--- src/rtl/multicycle_ctrl.sv ---
// Moore main control FSM for the multicycle CPU datapath, with memory-latency stretching.
// Define MULTICYCLE_CTRL_ADDI_EN to build the addi path (ADDI_EX/ADDI_WB); otherwise addi halts.
module multicycle_ctrl #(
    parameter int unsigned MEM_LAT = 1
) (
    input  logic       clk,
    input  logic       rst,
    input  logic [5:0] opcode,
    output logic       pc_write,
    output logic       pc_write_cond,
    output logic       i_or_d,
    output logic       mem_read,
    output logic       mem_write,
    output logic       ir_write,
    output logic       mem_to_reg,
    output logic       reg_dst,
    output logic       reg_write,
    output logic       alu_src_a,
    output logic [1:0] alu_src_b,
    output logic [1:0] alu_op,
    output logic [1:0] pc_source,
    output logic       halt,
    output logic [3:0] state
);

    typedef enum logic [3:0] {
        S_FETCH   = 4'd0,
        S_DECODE  = 4'd1,
        S_MEMADR  = 4'd2,
        S_MEMRD   = 4'd3,
        S_MEMWB   = 4'd4,
        S_MEMWR   = 4'd5,
        S_EXEC    = 4'd6,
        S_RWB     = 4'd7,
        S_BRANCH  = 4'd8,
        S_JUMP    = 4'd9,
        S_ADDI_EX = 4'd10,
        S_ADDI_WB = 4'd11,
        S_HALT    = 4'd12
    } state_t;

    localparam logic [5:0] OP_RTYPE = 6'b000000;
    localparam logic [5:0] OP_LW    = 6'b100011;
    localparam logic [5:0] OP_SW    = 6'b101011;
    localparam logic [5:0] OP_BEQ   = 6'b000100;
    localparam logic [5:0] OP_J     = 6'b000010;
    localparam logic [5:0] OP_ADDI  = 6'b001000;

    localparam logic [3:0] WAIT_LAST = 4'(MEM_LAT - 1);

    state_t     state_reg, state_next;
    logic [3:0] cnt_reg, cnt_next;
    logic [5:0] op_reg;
    logic       in_wait_state;
    logic       wait_done;

    assign in_wait_state = (state_reg == S_FETCH) || (state_reg == S_MEMRD) ||
                           (state_reg == S_MEMWR);
    assign wait_done     = (cnt_reg == WAIT_LAST);

    // State, wait counter and captured opcode
    always_ff @(posedge clk or negedge rst) begin
        if (!rst) begin
            state_reg <= S_FETCH;
            cnt_reg   <= 4'd0;
            op_reg    <= 6'd0;
        end else begin
            state_reg <= state_next;
            cnt_reg   <= cnt_next;
            if (state_reg == S_DECODE) begin
                op_reg <= opcode;
            end
        end
    end

    // Counter returns to 0 whenever a wait state completes, so every entry starts at 0
    always_comb begin
        cnt_next   = 4'd0;
        state_next = state_reg;
        if (in_wait_state && !wait_done) begin
            cnt_next = cnt_reg + 4'd1;
        end
        case (state_reg)
            S_FETCH: begin
                if (wait_done) state_next = S_DECODE;
            end
            S_DECODE: begin
                case (opcode)
                    OP_RTYPE:      state_next = S_EXEC;
                    OP_LW, OP_SW:  state_next = S_MEMADR;
                    OP_BEQ:        state_next = S_BRANCH;
                    OP_J:          state_next = S_JUMP;
`ifdef MULTICYCLE_CTRL_ADDI_EN
                    OP_ADDI:       state_next = S_ADDI_EX;
`endif
                    default:       state_next = S_HALT;
                endcase
            end
            S_MEMADR: begin
                state_next = (op_reg == OP_SW) ? S_MEMWR : S_MEMRD;
            end
            S_MEMRD: begin
                if (wait_done) state_next = S_MEMWB;
            end
            S_MEMWB:  state_next = S_FETCH;
            S_MEMWR: begin
                if (wait_done) state_next = S_FETCH;
            end
            S_EXEC:   state_next = S_RWB;
            S_RWB:    state_next = S_FETCH;
            S_BRANCH: state_next = S_FETCH;
            S_JUMP:   state_next = S_FETCH;
`ifdef MULTICYCLE_CTRL_ADDI_EN
            S_ADDI_EX: state_next = S_ADDI_WB;
            S_ADDI_WB: state_next = S_FETCH;
`endif
            S_HALT:   state_next = S_HALT;
            default:  state_next = S_HALT;
        endcase
    end

    // Moore outputs; rst gating keeps every strobe low asynchronously while reset is held
    always_comb begin
        pc_write      = 1'b0;
        pc_write_cond = 1'b0;
        i_or_d        = 1'b0;
        mem_read      = 1'b0;
        mem_write     = 1'b0;
        ir_write      = 1'b0;
        mem_to_reg    = 1'b0;
        reg_dst       = 1'b0;
        reg_write     = 1'b0;
        alu_src_a     = 1'b0;
        alu_src_b     = 2'b00;
        alu_op        = 2'b00;
        pc_source     = 2'b00;
        halt          = 1'b0;
        if (rst) begin
            case (state_reg)
                S_FETCH: begin
                    mem_read  = 1'b1;
                    alu_src_b = 2'b01;
                    ir_write  = wait_done;
                    pc_write  = wait_done;
                end
                S_DECODE: begin
                    alu_src_b = 2'b11;
                end
                S_MEMADR: begin
                    alu_src_a = 1'b1;
                    alu_src_b = 2'b10;
                end
                S_MEMRD: begin
                    mem_read = 1'b1;
                    i_or_d   = 1'b1;
                end
                S_MEMWB: begin
                    reg_write  = 1'b1;
                    mem_to_reg = 1'b1;
                end
                S_MEMWR: begin
                    mem_write = 1'b1;
                    i_or_d    = 1'b1;
                end
                S_EXEC: begin
                    alu_src_a = 1'b1;
                    alu_op    = 2'b10;
                end
                S_RWB: begin
                    reg_write = 1'b1;
                    reg_dst   = 1'b1;
                end
                S_BRANCH: begin
                    alu_src_a     = 1'b1;
                    alu_op        = 2'b01;
                    pc_write_cond = 1'b1;
                    pc_source     = 2'b01;
                end
                S_JUMP: begin
                    pc_write  = 1'b1;
                    pc_source = 2'b10;
                end
`ifdef MULTICYCLE_CTRL_ADDI_EN
                S_ADDI_EX: begin
                    alu_src_a = 1'b1;
                    alu_src_b = 2'b10;
                end
                S_ADDI_WB: begin
                    reg_write = 1'b1;
                end
`endif
                S_HALT: begin
                    halt = 1'b1;
                end
                default: begin
                    halt = 1'b0;
                end
            endcase
        end
    end

    assign state = state_reg;

endmodule

--- config.mk ---
export PLATFORM = sky130hd
export DESIGN_NAME = multicycle_ctrl
export DESIGN_NICKNAME = d
export VERILOG_FILES = /design/src/rtl/multicycle_ctrl.sv
export SDC_FILE = /design/constraint.sdc
export NUM_CORES = 1
export LEC_CHECK = 0
export ABC_AREA = 1
export CORE_MARGIN = 5
export CORE_UTILIZATION = 48
export CTS_CLUSTER_DIAMETER = 120
export DETAILED_ROUTE_END_ITERATION = 16
export GPL_TIMING_DRIVEN = 0
export PLACE_DENSITY = 0.83
export REMOVE_ABC_BUFFERS = 1
export SLEW_MARGIN = 20
export SYNTH_ARGS = -nofsm -noshare
export SYNTH_HDL_FRONTEND = slang
export SYNTH_SLANG_ARGS = --single-unit
export TNS_END_PERCENT = 1
--- constraint.sdc ---
create_clock -name clk -period 2.2 [get_ports clk]
set_input_delay 0.44 -clock clk [delete_from_list [all_inputs] [get_ports clk]]
set_output_delay 0.44 -clock clk [all_outputs]
set_load 0.02 [all_outputs]
==> run_results.csv <==
group,metric,value,unit
clock_tree,postCtsHoldBufs,0,
floorplan,std_cell_rows,15,
yosys,post_synth.cell_area_avg,7.486,um^2
finish,largest_register_ff_count,6,
timing,slew_viol_final,0,
pwr,power.ir.vdd_worst,0.0004012,V
timing,final_min_period_over_clock_period,95.19,%
yosys,synth_cell_types,22,
timing,timing.slew.headroom,72.81,%
clock_tree,cts_buffer_depth,2,
finish,layout.area.seq,355.3,um^2
clock_tree,cts_setup_buffers,0,
clock_tree,cts_tree,"done",
clock_tree,cts-buffers-inserted,3,
finish,stdcell_count,175,
setup_path,worstSetupPathDepth,4,
timing,tns,0,ns
min_path,hold_class,"in2async",
floorplan,floorplan.initialDensity,51.47,%
setup_path,path_buf_inv,1,
yosys,cells_after_synth,120,
finish,fillCellCount,151,
floorplan,die_x,53.26,um
timing,hold_ws,0.07429,ns
floorplan,die-height,53.26,um
floorplan,core_region_area,1745,um^2
placed_design,placed_cells_incl_taps,171,
setup_path,critical_path.slowest_cell,"dfrtp_2",
finish,multiInputGateArea,478.0,um^2
timing,fmax,0.4775,GHz
drt,vias_per_cell,4.943,
drt,post_drt_wl_per_cell,11.56,um
finish,finish.instance_area,1227,um^2
drt,drt_total_wl,2.023,mm
setup_path,critical_path.top_delay_family,"flip-flops",
timing,final-hold-violation-count,0,
global_route,grt_util_all_layers,17.04,%
setup_path,critical_path.max_fanout,6,
pwr,static-leakage-power,0.0007270,uW
flow_run,max_cap_violations,0,
timing,timing.final.setup_violations,0,
floorplan,design.die.area,2837,um^2
outcome,outcome,"finished clean",
clock_tree,clock_sinks,14,
global_route,overflow,0,
floorplan,ioPinCount,29,
drt,drtAntennaViolNets,0,
yosys,netlist_area,898.4,um^2
finish,area_delta_synth_final,36.63,%
placed_design,gp_congestion,0.8062,
setup_path,arrival,1.65,ns
timing,grt_setup_unrepaired,"no",
global_route,grt_pass1_vias,847,
clock_tree,ctsRootBufferMaster,"clkbuf_4",
clock_tree,path_clk_slew,0.09,ns
clock_tree,clock_insertion_delay_at_the_later_pin_of_the_skew_report,0.28,ns
setup_path,startpoint_type,"flip-flop",
finish,drive_above_1_share,14.67,%
timing,timing.clock.skew,0.005731,ns
global_route,grt_antenna_before_repair,0,
finish,antennaDiodeCount,0,
placed_design,post_dp_cell_area,1191,um^2
timing,post-route-min-period,2.094,ns
pwr,power_density,393.5,nW/um^2
setup_path,critical-path-max-stage-delay,0.47,ns
global_route,grt_max_degree,21,
drt,drt-pass1-iter-count,4,
setup_path,category_of_the_critical_setup_timing_path,"reg2out",
placed_design,port_buffers,28,
setup_path,critical_path_required,1.76,ns
timing,worst_pin_slew,0.4078,ns
drt,detailedRoute.firstIterationViolations,11,
setup_path,worst-r2r-cell-count,8,
clock_tree,post_cts_repair_resize_count,23,
yosys,ys_seq_elements,14,
setup_path,setup.worst_path.end_class,"primary output",
global_route,grt_first_pass_wirelength,3.498,mm
yosys,yosys_warnings,0,
placed_design,dp_hpwl,1.607,mm
clock_tree,h-tree-depth,1,
finish,nets,161,
setup_path,timing.critical_path.cells,"nor2_4, nand2_1, a21oi_1, dlygate4sd2_1",
yosys,synth.yosys.seq_area_share,39.00,%
drt,detail_route.drc_violations,0,
drt,vias,865,
[where the power goes]
part | internal (uW) | total, uW | switching, uW
Combinational | 17.6 | 37.1 | 19.5
Sequential | 261 | 263 | 1.92
Clock | 101 | 183 | 82.5
Total | 379 | 483 | 104
[cell families (layout without fill, tap and decap cells)]
| group | count (synthesis) | after routing | share of synthesized area, % |
|---|---|---|---|
| compound gates | 15 | 15 | 8.635 |
| flops | 14 | 14 | 39.00 |
| mux | 4 | 4 | 5.431 |
| xor+xnor | 2 | 2 | 1.950 |
| buf+inv | 17 | 47 | 8.357 |
| simple gates | 66 | 66 | 33.84 |
| fa+ha+maj | 2 | 2 | 2.785 |
[cells in the final DEF (no fill, tap or decap)]
master and n:
a21oi_1 5, buf_2 1, clkbuf_4 3, clkbuf_8 1, clkdlybuf4s15_1 1, clkdlybuf4s50_1 10, dfrtp_1 10, dfrtp_2 4
dlygate4sd2_1 12, dlymetal6s2s_1 4, ha_1 2, inv_1 13, inv_2 2, mux2_2 3, mux2_4 1, nand2_1 18
nand2_4 2, nand3_1 12, nand3_2 1, nor2_1 28, nor2_2 1, nor2_4 2, nor3_1 1, nor3_2 1
o211ai_1 1, o21ai_0 8, o21ai_1 1, xnor2_1 1, xor2_1 1
[per-layer routing]
| layer | part of all wire [%] | up-vias | wire length [um] | global-route usage, % |
|---|---|---|---|---|
| met4 | 0.69 | 0 | 14 | 6.383 |
| met2 | 51 | 26 | 1034 | 30.82 |
| met5 | 0 | - | 0 | 0 |
| li1 | - | 442 | - | - |
| met1 | 43 | 395 | 862 | 19.16 |
| met3 | 5.5 | 2 | 112 | 3.662 |
[stage by stage]
stage               power [uW]  setup WS (ns)  util (%)
floorplan                281.9         0.3940         -
global placement         306.4        -0.7902     68.24
detailed placement       307.3        -0.8255     68.24
CTS                      490.6       0.008065     69.68
global route             509.3      0.0008900     70.32
finish                   483.0         0.1058     70.32
[area by class of cell]
type	instances	area share (%)
flip-flops and latches	14	28.95
multi-input cells	89	38.94
inverters	15	4.587
repair buffers	28	22.02
clock buffers	4	2.956
well taps	25	2.548
[worst paths after layout]
kind	endpoint	start	slack, ns
setup / recovery	i_or_d	state[3]	0.11
hold / removal	op_reg[5]	rst	0.07
setup reg to reg	state[2]	state[0]	0.85
hold reg to reg	cnt_reg[0]	cnt_reg[0]	0.50
max in group asynchronous	state[3]	rst	1.81
min in group clk	cnt_reg[0]	cnt_reg[0]	0.50
[synth_stat cells, drive strengths merged]
master   n  share of area (%)
mux2     4                5.4
inv     15                6.3
dfrtp   14                 39
nand3   13                7.8
a21oi    5                2.8
xnor2    1               0.98
xor2     1               0.98
ha       2                2.8
nor3     2                1.1
nand2   20                 10
o21ai    9                5.0
o211ai   1               0.84
nor2    31                 15
buf      2                2.1
(Power assumes the default switching activity.)
